`src/rtl/pipe_hazard_ctrl.sv`:
```
// Hazard scheduler for the 6-stage pipeline: tracks EX/MEM/WB destinations and
// drives stall, bubble, flush, hold and forwarding selects for the RF instruction.
module pipe_hazard_ctrl #(
   parameter int MUL_LAT = 3,
   parameter int REG_AW  = 5
) (
   input  logic              clk_i,
   input  logic              rst_i,
   input  logic              rf_valid_i,
   input  logic [REG_AW-1:0] rf_rs_i,
   input  logic [REG_AW-1:0] rf_rt_i,
   input  logic              rf_use_rs_i,
   input  logic              rf_use_rt_i,
   input  logic [REG_AW-1:0] rf_rd_i,
   input  logic              rf_wr_i,
   input  logic              rf_is_load_i,
   input  logic              rf_is_mul_i,
   input  logic              ex_branch_taken_i,
   output logic              stall_front_o,
   output logic              bubble_ex_o,
   output logic              flush_front_o,
   output logic              hold_all_o,
   output logic [1:0]        fwd_a_o,
   output logic [1:0]        fwd_b_o
);

   localparam int CNT_W = $clog2(MUL_LAT) + 1;
   localparam logic [CNT_W-1:0] MCNT_LAST = CNT_W'(MUL_LAT - 1);

   typedef struct packed {
      logic              valid;
      logic              wr;
      logic [REG_AW-1:0] dest;
      logic              isLoad;
      logic              isMul;
   } slot_t;

   slot_t exSlot_q, memSlot_q, wbSlot_q;
   slot_t exSlot_d, memSlot_d, wbSlot_d;
   logic [CNT_W-1:0] mcnt_q, mcnt_d;

   logic  mulBusy, loadStall, issued;
   slot_t rfSlot;

   function automatic logic slotMatch(input slot_t s, input logic [REG_AW-1:0] r,
                                      input logic useBit);
      return s.valid & s.wr & (s.dest == r) & (r != '0) & useBit;
   endfunction

   // Nearest producer wins: EX, then MEM, then WB.
   function automatic logic [1:0] fwdSel(input slot_t ex, input slot_t mem, input slot_t wb,
                                         input logic [REG_AW-1:0] r, input logic useBit);
      if (slotMatch(ex, r, useBit))
         return 2'd1;
      else if (slotMatch(mem, r, useBit))
         return 2'd2;
      else if (slotMatch(wb, r, useBit))
         return 2'd3;
      return 2'd0;
   endfunction

   assign mulBusy = exSlot_q.valid & exSlot_q.isMul & (mcnt_q < MCNT_LAST);

   assign loadStall = rf_valid_i & (
        (slotMatch(exSlot_q,  rf_rs_i, rf_use_rs_i) & exSlot_q.isLoad)
      | (slotMatch(exSlot_q,  rf_rt_i, rf_use_rt_i) & exSlot_q.isLoad)
      | (slotMatch(memSlot_q, rf_rs_i, rf_use_rs_i) & memSlot_q.isLoad)
      | (slotMatch(memSlot_q, rf_rt_i, rf_use_rt_i) & memSlot_q.isLoad));

   assign issued = rf_valid_i & ~loadStall & ~ex_branch_taken_i;

   assign rfSlot = '{valid: 1'b1, wr: rf_wr_i, dest: rf_rd_i,
                     isLoad: rf_is_load_i, isMul: rf_is_mul_i};

   always_comb begin
      stall_front_o = 1'b0;
      bubble_ex_o   = 1'b0;
      flush_front_o = 1'b0;
      hold_all_o    = 1'b0;
      fwd_a_o       = fwdSel(exSlot_q, memSlot_q, wbSlot_q, rf_rs_i, rf_use_rs_i);
      fwd_b_o       = fwdSel(exSlot_q, memSlot_q, wbSlot_q, rf_rt_i, rf_use_rt_i);
      exSlot_d      = exSlot_q;
      memSlot_d     = memSlot_q;
      wbSlot_d      = wbSlot_q;
      mcnt_d        = mcnt_q;
      if (rst_i) begin
         flush_front_o = 1'b1;
         fwd_a_o       = 2'd0;
         fwd_b_o       = 2'd0;
      end else if (mulBusy) begin
         // A multiply still working in EX freezes everything, branches included.
         hold_all_o = 1'b1;
         mcnt_d     = mcnt_q + CNT_W'(1);
      end else begin
         if (ex_branch_taken_i) begin
            flush_front_o = 1'b1;
            bubble_ex_o   = 1'b1;
         end else if (loadStall) begin
            stall_front_o = 1'b1;
            bubble_ex_o   = 1'b1;
         end
         wbSlot_d  = memSlot_q;
         memSlot_d = exSlot_q;
         exSlot_d  = issued ? rfSlot : '0;
         mcnt_d    = '0;
      end
   end

   always_ff @(posedge clk_i) begin
      if (rst_i) begin
         exSlot_q  <= '0;
         memSlot_q <= '0;
         wbSlot_q  <= '0;
         mcnt_q    <= '0;
      end else begin
         exSlot_q  <= exSlot_d;
         memSlot_q <= memSlot_d;
         wbSlot_q  <= wbSlot_d;
         mcnt_q    <= mcnt_d;
      end
   end

endmodule

```
`config.mk`:
```
export PLATFORM = sky130hd
export DESIGN_NAME = pipe_hazard_ctrl
export DESIGN_NICKNAME = d
export VERILOG_FILES = /design/src/rtl/pipe_hazard_ctrl.sv
export SDC_FILE = /design/constraint.sdc
export NUM_CORES = 1
export LEC_CHECK = 0
export CAP_MARGIN = 15
export CORE_MARGIN = 1.5
export CORE_UTILIZATION = 40
export DETAILED_ROUTE_END_ITERATION = 10
export GPL_ROUTABILITY_DRIVEN = 0
export PLACE_DENSITY = 0.66
export SYNTH_ARGS = -nofsm -noshare
export SYNTH_HDL_FRONTEND = slang
export SYNTH_SLANG_ARGS = --single-unit
```
`constraint.sdc`:
```
create_clock -name clk_i -period 4.59 [get_ports clk_i]
set_input_delay 0.6885 -clock clk_i [delete_from_list [all_inputs] [get_ports clk_i]]
set_output_delay 0.6885 -clock clk_i [all_outputs]
set_load 0.02 [all_outputs]
```
==> impl_metrics.toml <==
[synthesis]
synthSimpleGateAreaFrac_pct = 22.5
synth_top_area_share_pct = 37.9
synth_compound_area_share_pct = 16.6
synthTopCellsByCount = "nand2_1, dfxtp_1, xnor2_1"
synth-xor-area-share_pct = 19.0
syn_nets = 195
synthAdderAreaFrac_pct = 0.877
synthMuxAreaShare_pct = 0
ys_ff_latch = 27
synth_edf_count = 0
yosys_warnings = 0
synth_ff_type = "dfxtp_1"
netlist_instances = 170
syn_area_um2 = 1430
synthTopCellsByArea = "dfxtp_1, xnor2_1, nand2_1"
synth_cell_types = 31
synth.avg_cell_area_um2 = 8.39
synth_top_family_by_area = "simple AND/OR/NAND/NOR gates"
yosysTopAreaCell = "dfxtp_1"
synthArstFlopShare_pct = 0
seq_area_frac_synth_pct = 37.9
synth_most_common_cell = "nand2_1"

[floorplanning]
pin_count = 32
rows = 21
die_y_um = 62.7
start_util_pct = 42.1
die_w_um = 62.7
core_region_area_um2 = 3390
dieArea_um2 = 3930

[power_and_ir_drop]
switching_share_pct = 24.1
p_sw_mw = 0.0982
peakVddDrop_mv = 0.0901
p_leak_nw = 0.592
powerDensity_nw_per_um2 = 225
p_int_mw = 0.309
p_seq_share_pct = 60.0
p_total_mw = 0.407
pwr-share-clk_pct = 24.1
p_comb_share_pct = 15.9

[run_status]
status = "finished, final reports clean"

[grt]
grt-ovfl-total = 0
grtUsageTotal_pct = 20.0
grt_start_max_net_pins = 19
grt_pass1_wl_um = 6300
antenna_found_initial = 0
first_global_vias = 1331

[clocking]
cts_tree = "built"
htree_levels = 1
post_cts_buffers = 0
clock_sinks = 27
cts_buffers = 3
cts_resized = 0
clockBufferDepth = 2
cts_hold_buffers = 0
clk_latency_ns = 0.31
root_buffer = "clkbuf_4"
clk_pin_slew_ns = 0.13

[sta]
post-route-period-util_pct = 88.1
fmax_mhz = 247
rsz0062_at_grt = "false"
slew_headroom_pct = 52.5
setup_viol = 0
setup_tns_ns = 0
drv_slew = 0
timing.final.crit_period_ns = 4.04
hold_viol = 0
fin_skew_ns = 0.00153
worstMarginPinSlew_ns = 0.711
timing.final.ws_setup_ns = 0.547

[critical_path]
worstPathRequired_ns = 3.90
worstPathMaxFanout = 11
start_kind = "input port"
critPathKind = "input port to output port"
path_common_cell = "clkdlybuf4s50_1"
cp_cell_sequence = "clkdlybuf4s50_1 -> or4_1 -> o21ai_2 -> or3_1 -> nand2_1 -> a21oi_2 -> o21ai_1 -> clkdlybuf4s50_1"
worstSetupEndpointType = "output port"
cp_slowest_cell = "or4_1"
cp_data_arrival_time_ns = 3.35
rr_worst_depth = 6
slowest_delay_ns = 0.59

[routing]
drt_iter0_drc = 80
via_per_inst = 5.45
drtAntennaViolNets = 0
via_count = 1340
routedWlPerCell_um = 15.0
drt_wl_total_um = 3690
first_pass_iters = 4
drc = 0

[layout]
diodes = 0
layout-area-overhead-vs-synth_pct = 26.6
instances_no_fill = 246
nFillCells = 355
drive_above_1_share_pct = 5.50
nets = 226

[run]
max_cap_viol_count = 0

[worst_hold_path]
hold_path_depth = 1
hp-class = "register to register"

[placement]
dp_cells = 242
place_ws_ns = 0.601
io_buffer_count = 31
place_hpwl_um = 2830
## path summary, 6_finish.rpt
| path | start | to | slack (ns) |
|---|---|---|---|
| worst max-delay path | rf_rs_i[2] | bubble_ex_o | 0.55 |
| worst min-delay path | mcnt_q[0] | mcnt_q[0] | 0.44 |
| worst max register to register | exSlot_q[4] | exSlot_q[3] | 2.73 |
| worst min register to register | mcnt_q[0] | mcnt_q[0] | 0.44 |
## sequential cells by signal, summed over array words and instances (netlist names)
signal	count
mcnt_q	3
memSlot_q	8
exSlot_q	9
wbSlot_q	7
## through the flow
stage / hold WS (ns) / area (um^2) / utilization (%)
2_1_floorplan: 0.404 / 1430 / -
5_1_grt: 0.468 / 1810 / 53.3
3_3_place_gp: 0.413 / 1780 / 52.5
4_1_cts: 0.446 / 1810 / 53.3
6_report: 0.442 / 1810 / 53.3
3_5_place_dp: 0.427 / 1780 / 52.5
## cell usage in the layout, fill, tap and decap left out, types with 2 or more instances in the layout
master	instances
nor2_1	6
nand4_1	3
xor2_1	7
o21ai_2	2
xnor2_1	24
a32o_1	7
nor4_1	5
inv_1	2
nor2b_1	2
or4_1	2
dfxtp_1	27
a21o_1	2
nor3_1	3
buf_4	3
clkdlybuf4s50_1	31
nand3_1	5
nand2_1	36
a21oi_1	16
clkbuf_4	3
## kinds of logic after synthesis
kind of cell | count (synthesis)
AND/OR/NAND/NOR | 67
XOR/XNOR | 31
buffers and inverters | 10
AO/OA/AOI/OAI | 34
flip-flops | 27
adder cells (fa/ha/maj) | 1
## power groups by stage
stage	clock, mW	sequential, mW	combinational [mW]
finish	0.0981	0.244	0.0648
CTS	0.103	0.244	0.0644
detailed placement	0	0.249	0.0639
global placement	0	0.249	0.0620
global route	0.115	0.245	0.0695
floorplan	0	0.248	0.0296
## worst max-delay path: cells and delay by family
kind,cells,cell delay [ns]
AOI/OAI and AO/OA,3,0.74
and+or+nand+nor,3,0.85
buffers and inverters,2,1.06
## layer usage
layer / share of wire, % / track usage, %
met5: 0 / 0
met2: 46 / 32.1
met1: 45 / 26.5
met4: 1.3 / 6.67
met3: 7.5 / 4.32
## area by class of cell
class | count | area [um^2] | share of cell area (%)
inverters | 2 | 7.51 | 0.416
repair buffers | 34 | 333 | 18.4
multi-input cells | 133 | 841 | 46.6
well taps | 46 | 57.6 | 3.19
clock buffers | 4 | 26.3 | 1.46
flip-flops and latches | 27 | 541 | 29.9
Power figures use the tool's default switching activity.
